## config.mk

```make
export PLATFORM = sky130hd
export DESIGN_NAME = setup_ctrl_flat
export DESIGN_NICKNAME = d
export VERILOG_FILES = /design/src/rtl/setup_ctrl_if.sv /design/src/rtl/setup_ctrl.sv /design/src/flat_wrapper.sv
export SDC_FILE = /design/constraint.sdc
export NUM_CORES = 1
export LEC_CHECK = 0
export ABC_AREA = 1
export BUFFER_PORTS_ARGS = -buffer_cell sky130_fd_sc_hd__buf_4
export CORE_AREA = 2 2 39 41
export DETAILED_ROUTE_END_ITERATION = 10
export DIE_AREA = 0 0 41 43
export PLACE_DENSITY = 0.63
export SETUP_SLACK_MARGIN = 0.05
export SYNTH_ARGS = -nofsm -noshare
export SYNTH_HDL_FRONTEND = slang
export SYNTH_SLANG_ARGS = --single-unit
```

## constraint.sdc

```tcl
create_clock -name clk -period 2.4 [get_ports clk]
set_input_delay 0.12 -clock clk [delete_from_list [all_inputs] [get_ports clk]]
set_output_delay 0.12 -clock clk [all_outputs]
set_load 0.05 [all_outputs]
```

## src/rtl/setup_ctrl_if.sv

```systemverilog
// rtl/setup_ctrl_if.sv - Signal bundle between setup_ctrl and its surroundings
//
// Purpose : groups the enter key, setup-register readback, game FSM handshake
//           and the status/control outputs of setup_ctrl.
// Signals : enter      - debounced enter-key level
//           setup_in   - setup register contents [1:0] speed, [3:2] mode, [7:4] length
//           game_over  - one-cycle pulse from the game FSM
//           E          - setup register load enable
//           start      - one-cycle pulse releasing the game FSM
//           ready      - high while waiting for confirmation
//           busy       - high while the game runs
//           error      - high while the captured setup is rejected
//           state      - encoded controller state
// Modports: master - the controller (setup_ctrl)
//           slave  - the environment (button, setup register, game FSM)

interface setup_ctrl_if;
    logic       enter;
    logic [7:0] setup_in;
    logic       game_over;
    logic       E;
    logic       start;
    logic       ready;
    logic       busy;
    logic       error;
    logic [2:0] state;

    modport master (
        input  enter,
        input  setup_in,
        input  game_over,
        output E,
        output start,
        output ready,
        output busy,
        output error,
        output state
    );

    modport slave (
        output enter,
        output setup_in,
        output game_over,
        input  E,
        input  start,
        input  ready,
        input  busy,
        input  error,
        input  state
    );
endinterface

```

## src/rtl/setup_ctrl.sv

```systemverilog
// rtl/setup_ctrl.sv - Game-configuration sequencer: load, validate, confirm, start
//
// Purpose : detects enter presses, pulses the setup register load enable,
//           validates the captured configuration and releases the game
//           datapath with a single start pulse.
// Ports   : clk  - system clock, rising edge
//           R    - asynchronous active-low reset
//           bus  - setup_ctrl_if.master (enter, setup_in, game_over in;
//                  E, start, ready, busy, error, state out)
// Params  : TIMEOUT - cycles allowed in CONFIRM before abandoning (>= 2)
// Options : SETUP_TIMEOUT_EN - when defined, CONFIRM gives up after TIMEOUT
//           cycles; when undefined no counter exists and CONFIRM waits forever.

module setup_ctrl #(
    parameter int TIMEOUT = 250_000_000
) (
    input  logic          clk,
    input  logic          R,
    setup_ctrl_if.master  bus
);

    typedef enum logic [2:0] {
        IDLE    = 3'd0,
        LOAD    = 3'd1,
        CHECK   = 3'd2,
        CONFIRM = 3'd3,
        RUN     = 3'd4,
        ERR     = 3'd5
    } state_t;

    state_t state_q;
    state_t state_d;

    logic enter_q;
    logic enter_edge;
    logic setup_ok;
    logic expired;

    logic e_q;
    logic start_q;
    logic ready_q;
    logic busy_q;
    logic error_q;

    // enter_q resets high so a key held through reset release is not a press.
    always_ff @(posedge clk or negedge R) begin
        if (!R) begin
            enter_q <= 1'b1;
        end else begin
            enter_q <= bus.enter;
        end
    end

    assign enter_edge = bus.enter & ~enter_q;

    // A zero sequence length or the reserved speed code is unplayable.
    assign setup_ok = (bus.setup_in[7:4] != 4'd0) && (bus.setup_in[1:0] != 2'b11);

`ifdef SETUP_TIMEOUT_EN
    localparam int CNT_W = $clog2(TIMEOUT);

    logic [CNT_W-1:0] cnt_q;

    assign expired = (cnt_q == CNT_W'(TIMEOUT - 1));

    // Counts only while staying in CONFIRM; any other path forces zero, which
    // also clears it on the way in from CHECK.
    always_ff @(posedge clk or negedge R) begin
        if (!R) begin
            cnt_q <= '0;
        end else if (state_q == CONFIRM && state_d == CONFIRM) begin
            if (!(&cnt_q)) begin
                cnt_q <= cnt_q + 1'b1;
            end
        end else begin
            cnt_q <= '0;
        end
    end
`else
    assign expired = 1'b0;
`endif

    always_ff @(posedge clk or negedge R) begin
        if (!R) begin
            state_q <= IDLE;
        end else begin
            state_q <= state_d;
        end
    end

    always_comb begin
        state_d = state_q;
        case (state_q)
            IDLE: begin
                if (enter_edge) begin
                    state_d = LOAD;
                end
            end
            LOAD: begin
                state_d = CHECK;
            end
            CHECK: begin
                state_d = setup_ok ? CONFIRM : ERR;
            end
            CONFIRM: begin
                // A press in the expiry cycle still starts the game.
                if (enter_edge) begin
                    state_d = RUN;
                end else if (expired) begin
                    state_d = IDLE;
                end
            end
            RUN: begin
                if (bus.game_over) begin
                    state_d = IDLE;
                end
            end
            ERR: begin
                if (enter_edge) begin
                    state_d = LOAD;
                end
            end
            default: begin
                state_d = IDLE;
            end
        endcase
    end

    // Outputs are flops loaded from the next-state decode, so they line up
    // with the state register and carry no combinational path to the pins.
    always_ff @(posedge clk or negedge R) begin
        if (!R) begin
            e_q     <= 1'b0;
            start_q <= 1'b0;
            ready_q <= 1'b0;
            busy_q  <= 1'b0;
            error_q <= 1'b0;
        end else begin
            e_q     <= (state_d == LOAD);
            start_q <= (state_q == CONFIRM) && (state_d == RUN);
            ready_q <= (state_d == CONFIRM);
            busy_q  <= (state_d == RUN);
            error_q <= (state_d == ERR);
        end
    end

    assign bus.E     = e_q;
    assign bus.start = start_q;
    assign bus.ready = ready_q;
    assign bus.busy  = busy_q;
    assign bus.error = error_q;
    assign bus.state = state_q;

endmodule

```

## src/flat_wrapper.sv

```systemverilog
// flat-port wrapper written by rule: the top's interface ports become plain ports
module setup_ctrl_flat 
#(
    parameter int TIMEOUT = 250_000_000
)
  (clk, R, bus_enter, bus_setup_in, bus_game_over, bus_E, bus_start, bus_ready, bus_busy, bus_error, bus_state);
  setup_ctrl_if bus_i ();
  input  logic clk;
  input  logic R;
  input wire logic [$bits(bus_i.enter)-1:0] bus_enter;
  input wire logic [$bits(bus_i.setup_in)-1:0] bus_setup_in;
  input wire logic [$bits(bus_i.game_over)-1:0] bus_game_over;
  output wire logic [$bits(bus_i.E)-1:0] bus_E;
  output wire logic [$bits(bus_i.start)-1:0] bus_start;
  output wire logic [$bits(bus_i.ready)-1:0] bus_ready;
  output wire logic [$bits(bus_i.busy)-1:0] bus_busy;
  output wire logic [$bits(bus_i.error)-1:0] bus_error;
  output wire logic [$bits(bus_i.state)-1:0] bus_state;
  assign bus_i.enter = bus_enter;
  assign bus_i.setup_in = bus_setup_in;
  assign bus_i.game_over = bus_game_over;
  assign bus_E = bus_i.E;
  assign bus_start = bus_i.start;
  assign bus_ready = bus_i.ready;
  assign bus_busy = bus_i.busy;
  assign bus_error = bus_i.error;
  assign bus_state = bus_i.state;
  setup_ctrl #(.TIMEOUT(TIMEOUT)) u_core (.clk(clk), .R(R), .bus(bus_i));
endmodule
```

==> flow_summary.ini <==
[status]
status = complete, no violations

[synth]
synth-seq-area-share_pct = 51.9
synth_ff_type = dfrtp_1
ys_top_cells_by_area = dfrtp_1 (46%), nand2_1 (15%), nor2_1 (9.5%), inv_1 (6.9%), dfstp_2 (6.0%)
yosysWarningCount = 0
synth_cells = 59
yosys-top-cells-count = nand2_1 (17), nor2_1 (11), dfrtp_1 (8), inv_1 (8), nand3_1 (4)
yosys.cell_types.count = 12
synth_edf_count = 0
netlist.area_leader.share_pct = 45.8
synth_seq_cells = 9
synth.cell_area_sq_um = 437
syn_avg_cell_area_sq_um = 7.40
async_reset_ff_share_pct = 100
syn-num-nets = 71
synth_most_common_cell = nand2_1
post-synth-top-area-cell = dfrtp_1

[grt]
grt_max_degree = 10
grt_pass1_wl_um = 1520
antenna_found_initial = 0
grt_use_total_pct = 13.1
grt_pass1_vias = 393
grt-ovfl-total = 0

[layout]
post-route-cell-area_sq_um = 631
num_antenna_cells = 0
drive_gt1_share_pct = 32.9
fin_nets = 95
syn_to_final_growth_pct = 44.4
nFillCells = 139

[timing]
clock.fmax_ghz = 0.834
skew_ps = 3.20
maxSlewHeadroom_pct = 85.8
setup_viol = 0
finalSetupTns_ps = 0
tightest_slew_ps = 213
layout_min_cycle_time_ps = 1200
fin_crit_sh_pct = 49.9
hold_violations = 0
rsz0062_at_grt = no
slew_viol_final = 0

[worst_setup_path]
crit_fanout = 4
r2r_cells = 6
critical-path-max-stage-delay_ps = 520
critPathTopFamily = buffers and inverters
cp.arrival_ps = 1380
crit_path_frequent_cell = nand2_1
cp_cell_sequence = dlygate4sd3_1 -> buf_4 -> inv_1 -> nor2_2 -> nand2_2 -> nand2_1 -> nand2_1 -> nand2_1 -> nand2_1 -> nor2_1
path_class = in -> reg
critPathLaunchType = primary input
path_buf_inv = 3
critPathSlowestCell = dlygate4sd3_1
crit_required_ps = 2580
endpoint_kind = flop
crit_cells = 10

[floorplanning]
die-area_sq_mm = 0.00176
num_rows = 14
fp.dieH_um = 43
core_sq_mm = 0.00138
num_io_pins = 20
initial_core_util_pct = 31.6
die_w_um = 41

[cts]
numCtsBuffers = 3
htree_levels = 1
root_buffer = clkbuf_4
cts_tree = built
clock_path_buffers = 2
cts_setup_buffers = 0
cts_sinks = 9
clk_pin_slew_ps = 60
clock_latency_ps = 250

[detailed_routing]
wl_per_cell_um = 8.87
routed_wl_um = 869
drc = 0
dr.pass1.iters = 2
postRouteAntennaNets = 0
drtIter0Drc = 12
via_count = 415
routed_via_density = 4.23

[worst_hold_path]
hold_class = in -> async

[placed_design]
gp_congestion = 0.770
dp_hpwl_um = 696
port_buffers = 17
placed_area_sq_um = 584

[power]
p_per_area_mw_per_mm2 = 1290
p_leak_nw = 0.374
ir_worst_vdd_mv = 0.566

[run]
max_cap_viol_count = 0
## cells by family (layout without fill, tap and decap cells)
family                 count (synthesis)  in the layout  share of synthesized area, %
buffers and inverters                 10             33                          8.60
AOI/OAI and AO/OA                      4              4                          5.16
DFF                                    9              9                          51.9
and+or+nand+nor                       36             36                          34.4
## layout make-up
class / count / area (sq um) / area share (%)
Clock buffer: 4 / 26.3 / 4.17
Inverter: 10 / 37.5 / 5.95
Multi-Input combinational cell: 40 / 173 / 27.4
Sequential cell: 9 / 226 / 35.9
Tap cell: 16 / 20.0 / 3.17
Timing Repair Buffer: 19 / 148 / 23.4
## registers in the layout, summed over array words and instances (netlist names)
name	flops
u_core.bus.start	1
u_core.bus.ready	1
u_core.enter_q	1
u_core.bus.E	1
u_core.bus.busy	1
u_core.bus.state	3
u_core.bus.error	1
## metrics by stage
step                      hold WS [ps]  util, %  worst slack (ps)  std cells  total power [mW]
after floorplan                   -176        -              1020         59             0.573
after global placement           -51.7     42.2              1240         92             0.700
after detailed placement         -50.7     42.2              1240         92             0.703
after CTS                          214     45.6              1180         98             0.824
after global routing               222     45.6              1110         98             0.885
final                              218     45.6              1200         98             0.810
## layout by cell type (no fill, tap or decap)
cell            n
inv_1           8
inv_2           2
o21ai_0         2
dlygate4sd3_1   2
nor2_1         11
clkbuf_1        1
nand3_1         4
dfrtp_1         8
dfstp_2         1
nand2_1        17
nand2_2         2
clkbuf_4        3
o21a_1          1
buf_4          17
o21ai_1         1
nor2_2          2
## power breakdown
part	total (mW)	internal [mW]	switching [mW]
Clock	0.111	0.0637	0.0476
Sequential	0.247	0.202	0.0450
Combinational	0.453	0.139	0.314
Total	0.810	0.404	0.406
## routing by layer
metal | share of wire, % | vias to the layer above | global-route usage, %
li1 | - | 224 | -
met1 | 43 | 181 | 15.3
met2 | 51 | 10 | 19.4
met3 | 6.3 | 0 | 9.42
met4 | 0 | 0 | 2.00
met5 | 0 | - | 0
## path summary, 6_finish.rpt
path                                startpoint                to  slack, ps
setup / recovery                     bus_enter      u_core.bus.E       1200
hold / removal                               R  u_core.bus.ready        220
setup reg to reg           u_core.bus.state[0]  u_core.bus.error       1240
hold reg to reg                 u_core.enter_q  u_core.bus.ready        610
max in group asynchronous                    R    u_core.enter_q       1970
min in group clk               bus_setup_in[0]  u_core.bus.ready        240
## worst register-to-register path: stages (launching register included)
cell and delay [ps]:
dfrtp_1 420, inv_1 130, nand3_1 100, nor2_1 200
nor2_2 80, nand2_1 80, nor2_1 40
## what timing repair did
item | 4_1_cts | 5_1_grt
hold buffers | 2 | 0
endpoints found under the hold margin | 10 | 0
resized for setup | 0 | 0
(Power assumes the default switching activity.)
